File: src/rtl/compare_4_32_seq_if.sv
// Handshake and operand/result bundle for compare_4_32_seq.
// The master drives start, the operands and out_ack; the slave (the comparator) drives everything else.
interface compare_4_32_seq_if #(
   parameter int WIDTH = 32
);
   logic             start;
   logic [WIDTH-1:0] a;
   logic [WIDTH-1:0] b;
   logic [WIDTH-1:0] c;
   logic [WIDTH-1:0] d;
   logic             busy;
   logic             out_valid;
   logic             out_ack;
   logic [3:0]       lrg_mask;
   logic [3:0]       sml_mask;
   logic [WIDTH-1:0] lrg_val;
   logic [WIDTH-1:0] sml_val;

   modport master (
      output start, a, b, c, d, out_ack,
      input  busy, out_valid, lrg_mask, sml_mask, lrg_val, sml_val
   );

   modport slave (
      input  start, a, b, c, d, out_ack,
      output busy, out_valid, lrg_mask, sml_mask, lrg_val, sml_val
   );
endinterface

File: src/rtl/compare_4_32_seq.sv
// Sequenced 4-operand max/min finder sharing one comparator pair; marks every operand tied with max/min.
// Define SIGNED_CMP_EN for two's-complement comparison; unsigned comparison otherwise.
module compare_4_32_seq #(
   parameter int WIDTH = 32
) (
   input  logic               clk,
   input  logic               rst,
   compare_4_32_seq_if.slave  bus
);

   typedef enum logic [1:0] {
      IDLE = 2'd0,
      SCAN = 2'd1,
      MARK = 2'd2,
      DONE = 2'd3
   } state_t;

   state_t           state_q;
   state_t           state_d;
   logic [1:0]       idx_q;
   logic [WIDTH-1:0] op_q [4];
   logic [WIDTH-1:0] lrg_q;
   logic [WIDTH-1:0] sml_q;
   logic [3:0]       lrg_mask_q;
   logic [3:0]       sml_mask_q;
   logic             busy_q;
   logic             valid_q;
   logic             busy_d;
   logic             valid_d;

   // Shared comparator: the operand selected by idx against the running max and min.
   logic [WIDTH-1:0] op_sel;
   logic             op_gt_lrg;
   logic             op_lt_sml;
   logic             op_eq_lrg;
   logic             op_eq_sml;

   assign op_sel = op_q[idx_q];

`ifdef SIGNED_CMP_EN
   assign op_gt_lrg = $signed(op_sel) > $signed(lrg_q);
   assign op_lt_sml = $signed(op_sel) < $signed(sml_q);
`else
   assign op_gt_lrg = op_sel > lrg_q;
   assign op_lt_sml = op_sel < sml_q;
`endif
   assign op_eq_lrg = (op_sel == lrg_q);
   assign op_eq_sml = (op_sel == sml_q);

   // NOTE: sequential state uses non-blocking assignments so every flop samples pre-edge values.
   always_ff @(posedge clk or posedge rst) begin
      if (rst) state_q <= IDLE;
      else     state_q <= state_d;
   end

   // NOTE: every combinational output gets a default first, so no path can infer a latch.
   always_comb begin
      state_d = state_q;
      case (state_q)
         IDLE:    if (bus.start)      state_d = SCAN;
         SCAN:    if (idx_q == 2'd3)  state_d = MARK;
         MARK:    if (idx_q == 2'd3)  state_d = DONE;
         DONE:    if (bus.out_ack)    state_d = IDLE;
         default:                     state_d = IDLE;
      endcase
   end

   // Status flags are decoded from the next state so they change on the same edge as the state.
   always_comb begin
      busy_d  = (state_d != IDLE);
      valid_d = (state_d == DONE);
   end

   always_ff @(posedge clk or posedge rst) begin
      if (rst) begin
         busy_q  <= 1'b0;
         valid_q <= 1'b0;
      end else begin
         busy_q  <= busy_d;
         valid_q <= valid_d;
      end
   end

   // NOTE: the operand file is reset explicitly because a reset mid-operation must leave no stale operands.
   always_ff @(posedge clk or posedge rst) begin
      if (rst) begin
         for (int i = 0; i < 4; i++) op_q[i] <= '0;
         idx_q      <= 2'd0;
         lrg_q      <= '0;
         sml_q      <= '0;
         lrg_mask_q <= 4'b0000;
         sml_mask_q <= 4'b0000;
      end else begin
         case (state_q)
            IDLE: begin
               if (bus.start) begin
                  op_q[0]    <= bus.a;
                  op_q[1]    <= bus.b;
                  op_q[2]    <= bus.c;
                  op_q[3]    <= bus.d;
                  lrg_q      <= bus.a;
                  sml_q      <= bus.a;
                  lrg_mask_q <= 4'b0000;
                  sml_mask_q <= 4'b0000;
                  idx_q      <= 2'd1;
               end
            end
            SCAN: begin
               if (op_gt_lrg) lrg_q <= op_sel;
               if (op_lt_sml) sml_q <= op_sel;
               idx_q <= idx_q + 2'd1;  // wraps 3 -> 0 to start the mark pass at operand A
            end
            MARK: begin
               if (op_eq_lrg) lrg_mask_q[2'd3 - idx_q] <= 1'b1;
               if (op_eq_sml) sml_mask_q[2'd3 - idx_q] <= 1'b1;
               idx_q <= idx_q + 2'd1;
            end
            default: ;  // DONE holds the result until the next accepted start
         endcase
      end
   end

   assign bus.busy      = busy_q;
   assign bus.out_valid = valid_q;
   assign bus.lrg_mask  = lrg_mask_q;
   assign bus.sml_mask  = sml_mask_q;
   assign bus.lrg_val   = lrg_q;
   assign bus.sml_val   = sml_q;

endmodule
File: src/flat_wrapper.sv
// flat-port wrapper written by rule: the top's interface ports become plain ports
module compare_4_32_seq_flat 
#(
   parameter int WIDTH = 32
)
  (clk, rst, bus_start, bus_a, bus_b, bus_c, bus_d, bus_out_ack, bus_busy, bus_out_valid, bus_lrg_mask, bus_sml_mask, bus_lrg_val, bus_sml_val);
  compare_4_32_seq_if #(.WIDTH(WIDTH)) bus_i ();
  input  logic clk;
  input  logic rst;
  input wire logic [$bits(bus_i.start)-1:0] bus_start;
  input wire logic [$bits(bus_i.a)-1:0] bus_a;
  input wire logic [$bits(bus_i.b)-1:0] bus_b;
  input wire logic [$bits(bus_i.c)-1:0] bus_c;
  input wire logic [$bits(bus_i.d)-1:0] bus_d;
  input wire logic [$bits(bus_i.out_ack)-1:0] bus_out_ack;
  output wire logic [$bits(bus_i.busy)-1:0] bus_busy;
  output wire logic [$bits(bus_i.out_valid)-1:0] bus_out_valid;
  output wire logic [$bits(bus_i.lrg_mask)-1:0] bus_lrg_mask;
  output wire logic [$bits(bus_i.sml_mask)-1:0] bus_sml_mask;
  output wire logic [$bits(bus_i.lrg_val)-1:0] bus_lrg_val;
  output wire logic [$bits(bus_i.sml_val)-1:0] bus_sml_val;
  assign bus_i.start = bus_start;
  assign bus_i.a = bus_a;
  assign bus_i.b = bus_b;
  assign bus_i.c = bus_c;
  assign bus_i.d = bus_d;
  assign bus_i.out_ack = bus_out_ack;
  assign bus_busy = bus_i.busy;
  assign bus_out_valid = bus_i.out_valid;
  assign bus_lrg_mask = bus_i.lrg_mask;
  assign bus_sml_mask = bus_i.sml_mask;
  assign bus_lrg_val = bus_i.lrg_val;
  assign bus_sml_val = bus_i.sml_val;
  compare_4_32_seq #(.WIDTH(WIDTH)) u_core (.clk(clk), .rst(rst), .bus(bus_i));
endmodule
File: config.mk
export PLATFORM = sky130hd
export DESIGN_NAME = compare_4_32_seq_flat
export DESIGN_NICKNAME = d
export VERILOG_FILES = /design/src/rtl/compare_4_32_seq_if.sv /design/src/rtl/compare_4_32_seq.sv /design/src/flat_wrapper.sv
export SDC_FILE = /design/constraint.sdc
export NUM_CORES = 1
export LEC_CHECK = 0
export BUFFER_PORTS_ARGS = -buffer_cell sky130_fd_sc_hd__buf_2
export CORE_ASPECT_RATIO = 1.2
export CORE_UTILIZATION = 45
export CTS_CLUSTER_DIAMETER = 30
export CTS_CLUSTER_SIZE = 28
export DETAILED_ROUTE_END_ITERATION = 6
export PLACE_DENSITY = 0.75
export SLEW_MARGIN = 20
export SYNTH_ARGS = -nofsm -noshare
export SYNTH_HDL_FRONTEND = slang
export SYNTH_SLANG_ARGS = --single-unit
export TNS_END_PERCENT = 50
File: constraint.sdc
create_clock -name clk -period 7.9 [get_ports clk]
set_input_delay 0 -clock clk [delete_from_list [all_inputs] [get_ports clk]]
set_output_delay 0 -clock clk [all_outputs]
set_load 0.05 [all_outputs]
==> results of run 1 <==
==> kinds of logic (layout without fill, tap and decap cells) <==
logic type	Yosys count	after routing
compound gates	235	235
flops	206	206
mux	160	160
buf+inv	142	499
simple gates	130	130
fa+ha+maj	72	72
other cells	0	1
==> worst reg2reg max path, delay by kind of cell (launching register included) <==
| family | cells | cell delay [ps] |
|---|---|---|
| AO/OA/AOI/OAI | 6 | 2270 |
| flip-flops | 1 | 950 |
| multiplexers | 1 | 490 |
| buffers and inverters | 1 | 350 |
| adder cells (fa/ha/maj) | 1 | 340 |
==> layer usage <==
metal	wire length (microns)	vias up	GRT usage, %
li1	-	4223	-
met2	17830	464	47.46
met1	13800	4784	35.05
met3	2503	117	4.703
met4	1621	0	14.09
met5	0	-	0
==> registers in the layout, summed over array words and instances, names as in the netlist <==
| signal | flops |
|---|---|
| u_core.op_q | 128 |
| u_core.bus.lrg_val | 32 |
| u_core.bus.sml_val | 32 |
| u_core.bus.lrg_mask | 4 |
| u_core.bus.sml_mask | 4 |
| u_core.idx_q | 2 |
| u_core.state_q | 2 |
| u_core.bus.busy | 1 |
| u_core.bus.out_valid | 1 |
==> through the flow <==
step / area, sq um / hold WS [ps]
final: 15390 / 123.9
after global routing: 15390 / 118.5
after CTS: 15390 / 87.27
after detailed placement: 12680 / 235.7
after global placement: 12680 / 232.7
after floorplan: 11380 / 150.6
==> layout make-up <==
| cell class | count | area, sq um | area share (%) |
|---|---|---|---|
| multi-input cells | 597 | 5695 | 37.00 |
| flip-flops and latches | 206 | 5157 | 33.50 |
| clock inverters | 22 | 265.3 | 1.723 |
| repair buffers | 347 | 2417 | 15.70 |
| diodes | 1 | 2.502 | 0.01626 |
| well taps | 325 | 406.6 | 2.642 |
| clock buffers | 52 | 1149 | 7.462 |
| inverters | 78 | 300.3 | 1.951 |
==> cells in the mapped netlist, drive strengths merged (10+ instances only) <==
| cell | number |
|---|---|
| clkbuf | 48 |
| mux2 | 128 |
| a21oi | 71 |
| inv | 78 |
| dfrtp | 206 |
| a311oi | 32 |
| nand2 | 11 |
| mux4 | 32 |
| nand4 | 16 |
| a221oi | 34 |
| buf | 16 |
| a211oi | 34 |
| ha | 72 |
| and2 | 33 |
| o21ai | 10 |
| nor2 | 46 |
| o211ai | 35 |
==> worst max-delay path by stage <==
stage,slack [ps],from,end,depth (start not counted)
after CTS,3450,u_core.idx_q[1],u_core.bus.sml_val[11],9
after global routing,3250,u_core.idx_q[1],u_core.bus.sml_val[11],9
final,3370,u_core.idx_q[1],u_core.bus.sml_val[11],9
after floorplan,2280,rst,u_core.bus.busy,1
after global placement,3490,u_core.idx_q[1],u_core.bus.sml_val[5],9
after detailed placement,3460,u_core.idx_q[1],u_core.bus.sml_val[11],9
==> placed cells by master, fill, tap and decap left out, types with 7 or more instances in the layout <==
cell,n
buf_2,205
dfrtp_1,204
dlygate4sd3_1,130
mux2_2,128
inv_1,76
ha_1,72
a21oi_1,70
nor2_1,45
clkbuf_16,42
o211ai_1,35
and2_1,33
mux4_2,32
a311oi_1,32
a211oi_1,31
a221oi_2,30
nand4_1,14
buf_4,12
nand2_1,10
o21ai_0,9
clkinv_2,7
==> impl_metrics.toml, run 1 <==
[status]
outcome = "completed"

[clock_network]
worstSkewPairLatency_ps = 540
cts_setup_buffers = 0
clk_pin_slew_ps = 50
hold_buffers = 130
cts.sink_count = 206
cts-htree-levels = 2
tritoncts.num_buffers = 41
clock_tree_from_tritoncts = "built"
cts_resized = 0
cts_max_path_buffers = 3
cts.root.buffer_cell = "clkbuf_16"

[floorplan]
die_h_microns = 176.2
core_area_sq_mm = 0.02475
die_width_microns = 147.2
die-area_sq_mm = 0.02593
floorplan.io_pins = 206
std_cell_rows = 63
floorplan.initialDensity_pct = 45.98

[synth]
synth_top_cells_by_area = "dfrtp_1, mux2_2, ha_1"
ys_ff_latch = 206
avgSynthCellArea_sq_um = 12.04
post-synth-top-area-fraction_pct = 45.30
yosys.area.top_type = "dfrtp_1"
post_syn_instances = 945
synth-simple-area-share_pct = 6.135
synth_xor_xnor_area_share_pct = 0
yosysWarnings = 0
synth_seq_area_share_pct = 45.30
post_synthesis_async_set_or_reset_flop_share_pct = 100.0
syn-num-nets = 1149
synth_top_family_by_area = "multiplexers"
post_synth_num_cell_types = 50
synth.area.mux_share_pct = 19.00
compound_gate_fraction_of_synth_area_pct = 16.48
post_synth_instance_area_sq_mm = 0.01138
postSynth.topFlopCell = "dfrtp_1"
synth-adder-area-share_pct = 7.916
synth-edff-count = 0

[worst_setup_path]
crit_path_start_kind = "flip-flop"
arrival_ps = 4940
path_buf_inv = 1
r2r_slack_ps = 3370
path_delay_family = "compound AO/OA/AOI/OAI gates"
crit_type = "flip-flop to flip-flop"
r2r-end = "u_core.bus.sml_val[11]"
rr_startpoint = "u_core.idx_q[1]"
end_kind = "flip-flop"
longest_individual_stage_delay_on_the_worst_path_ps = 950
crit_required_ps = 8320
rr_worst_depth = 9
timing.critical_path.slowest_stage_cell = "dfrtp_2"
critical_path.cell_chain = "mux4_2 > ha_1 > a21oi_1 > o21ai_0 > a21oi_4 > o21ai_1 > a211o_1 > buf_4 > a311oi_1"
crit_fanout = 36

[place]
preCtsSetupSlack_ps = 3459
place_hpwl_microns = 22250
port_buffer_count = 205
dp_cells = 1423
routabilityCongestion = 0.9197

[route]
remaining_drc_errors = 0
first_iter_violations = 688
dr_total_vias = 9588
drtAntennaViolNets = 0
routed_wirelength_microns = 35750
detailedRoute.firstPassIterationCount = 6
route.detailed.vias_per_inst = 5.889
wire_per_inst_microns = 21.96

[hold_path]
worst_hold_path_type = "input port to flip-flop"
min_delay_worst_endpoint = "u_core.state_q[1]"
worst_hold_path.num_cells = 5
hold_path_startpoint = "bus_out_ack"

[layout]
post_route_cells_drive_above_1_share_pct = 38.17
design.final.nets = 1475
flow.area_growth_from_synthesis_pct = 35.27
post-route-util_pct = 62.19
post_layout_nonfiller_instances = 1628
layout.filler_cells = 1858

[grt]
grt_first_pass_wirelength_microns = 56520
grt_overflow_total = 0
grt_pass1_vias = 10180
grt_max_degree = 132
grt_use_total_pct = 28.19
grt_antenna_before_repair = 1

[sta]
hold_viol_final = 0
setup_total_negative_slack_ps = 0
finalWorstPathRequiredPeriod_ps = 4527
final_critical_path_setup_slack_ps = 3373
timing_worst_slew_pin_value_ps = 1132
worst_clock_skew_ps = 26.33
final-setup-viol-count = 0
slew-limit-headroom_pct = 24.39
timing_max_transition_violations_final = 0
fmaxAchievable_ghz = 0.2209
rsz0062_at_grt = "no"
finalCritPeriodShare_pct = 57.30

[run]
maxCapViolCount = 0
Power of run 1 is left out: the tool's default activity adds up to more than one toggle a clock period on the data nets, which glitch-free logic cannot reach.
==> inputs of run 2 (changes only) <==
==> constraint.sdc (replaced) <==
create_clock -name clk -period 4.4 [get_ports clk]
set_input_delay 0 -clock clk [delete_from_list [all_inputs] [get_ports clk]]
set_output_delay 0 -clock clk [all_outputs]
set_load 0.05 [all_outputs]
==> run 2 against run 1 <==
Net effect: register-to-register slack worse by 2900 ps; critical path depth up 1; count of clock-buffer cells in the layout down 7; core utilization up 1.1 points; routed wire length up 4.1%; cell count up 1.4%; worst hold slack worse by 0.89 ps.
==> impl_metrics.toml, run 2 (synthesis results as in run 1) <==
[grt]
grt_pass1_vias = 10280
grt_antenna_before_repair = 3
grt_max_degree = 128
grt_overflow_total = 0
grt_first_pass_wirelength_microns = 57480
grt_use_total_pct = 28.97

[status]
outcome = "completed"

[worst_setup_path]
crit_required_ps = 4820
crit_fanout = 17
end_kind = "flip-flop"
rr_startpoint = "u_core.idx_q[0]"
crit_type = "flip-flop to flip-flop"
r2r-end = "u_core.bus.lrg_val[20]"
arrival_ps = 4320
rr_worst_depth = 10
r2r_slack_ps = 500
crit_path_start_kind = "flip-flop"

[sta]
finalCritPeriodShare_pct = 88.59
setup_total_negative_slack_ps = 0
final-setup-viol-count = 0
finalWorstPathRequiredPeriod_ps = 3898
finalHoldWorstSlack_ps = 123.0
timing_worst_slew_pin_value_ps = 891.5
hold_viol_final = 0
timing_max_transition_violations_final = 0
slew-limit-headroom_pct = 40.56
worst_clock_skew_ps = 17.69
rsz0062_at_grt = "no"
fmaxAchievable_ghz = 0.2565

[clock_network]
cts_max_path_buffers = 3
cts.sink_count = 206
clk_pin_slew_ps = 50
tritoncts.num_buffers = 43
cts_resized = 0
cts-htree-levels = 2
cts.root.buffer_cell = "clkbuf_16"
clock_tree_from_tritoncts = "built"
worstSkewPairLatency_ps = 540

[layout]
post_route_cells_drive_above_1_share_pct = 39.30
design.final.nets = 1493
largest-register = "u_core.op_q"
layout.cells.most_common = "buf_2"
post_layout_nonfiller_instances = 1650
max_reg_flops = 128
layout.filler_cells = 1821
flow.area_growth_from_synthesis_pct = 37.57
seqCellArea_sq_mm = 0.005157
area_occupied_by_multi_input_gates_sq_mm = 0.005688
most-common-layout-cells = "buf_2, dfrtp_1, dlygate4sd3_1"

[floorplan]
core_area_sq_mm = 0.02475
die-area_sq_mm = 0.02593
die_width_microns = 147.2
floorplan.initialDensity_pct = 45.98
std_cell_rows = 63
die_h_microns = 176.2
floorplan.io_pins = 206

[route]
routed_wirelength_microns = 37220
first_iter_violations = 851
wire_per_inst_microns = 22.56
detailedRoute.firstPassIterationCount = 6
dr_total_vias = 9887
remaining_drc_errors = 0
route.detailed.vias_per_inst = 5.992
drtAntennaViolNets = 0

[place]
port_buffer_count = 205
routabilityCongestion = 0.9265
place_hpwl_microns = 23090
dp_cells = 1437

[hold_path]
worst_hold_path.num_cells = 5
min_delay_worst_endpoint = "u_core.state_q[0]"
worst_hold_path_type = "input port to flip-flop"
hold_path_startpoint = "bus_out_ack"

[run]
maxCapViolCount = 0
==> run 2: changes by cell type in the layout (fill, tap and decap cells not counted), moves of 2 or more <==
cell / previous run / this run
buf_4: 12 / 24
clkbuf_8: 6 / 1
clkinvlp_4: 4 / 8
inv_6: 0 / 4
buf_12: 0 / 3
clkbuf_1: 4 / 1
bufinv_16: 4 / 6
inv_8: 1 / 3
==> run 2: final cells by class <==
| cell class | count | share of cell area [%] |
|---|---|---|
| flip-flops and latches | 206 | 32.94 |
| diodes | 2 | 0.03197 |
| clock inverters | 34 | 2.749 |
| well taps | 325 | 2.598 |
| multi-input cells | 597 | 36.33 |
| clock buffers | 45 | 6.985 |
| inverters | 78 | 1.894 |
| repair buffers | 363 | 16.46 |
==> run 2: critical path, cell delays in order (launching register included) <==
cell	delay [ps]
dfrtp_2	590
buf_12	240
mux4_2	580
ha_1	330
nand4_1	220
or3_4	440
nor2_2	100
o31ai_1	150
a311o_4	560
buf_4	250
a221oi_1	290
==> run 2: timing repair <==
item | CTS | global route
hold endpoints to repair | 241 | 3
buffers inserted | 0 | 0
endpoints found under the setup margin | 0 | 0
hold buffers | 130 | 1
==> run 2: worst max-delay path by stage <==
stage	start	end	depth (start not counted)
6_report	u_core.idx_q[0]	u_core.bus.lrg_val[20]	10
5_1_grt	u_core.idx_q[0]	u_core.bus.lrg_val[20]	10
4_1_cts	u_core.idx_q[0]	u_core.bus.lrg_val[7]	9
3_5_place_dp	u_core.idx_q[0]	u_core.bus.lrg_val[20]	10
3_3_place_gp	u_core.idx_q[0]	u_core.bus.lrg_val[20]	10
2_1_floorplan	u_core.idx_q[0]	u_core.bus.lrg_val[0]	11
==> run 2: routing by layer <==
| metal | global-route usage [%] | share of wire [%] | vias up |
|---|---|---|---|
| met5 | 0 | 0.027 | - |
| met4 | 17.61 | 6.0 | 2 |
| met3 | 5.685 | 7.4 | 158 |
| met2 | 48.25 | 49 | 553 |
| met1 | 34.67 | 37 | 4908 |
| li1 | - | - | 4266 |
==> run 2: through the flow <==
step	area, sq um	utilization [%]	setup slack, ps
2_1_floorplan	11380	-	1172
3_3_place_gp	12790	51.69	583.1
3_5_place_dp	12790	51.69	550.9
4_1_cts	15620	63.11	505.3
5_1_grt	15660	63.25	326.0
6_report	15660	63.25	501.9
Power of run 2 is left out for the same reason.
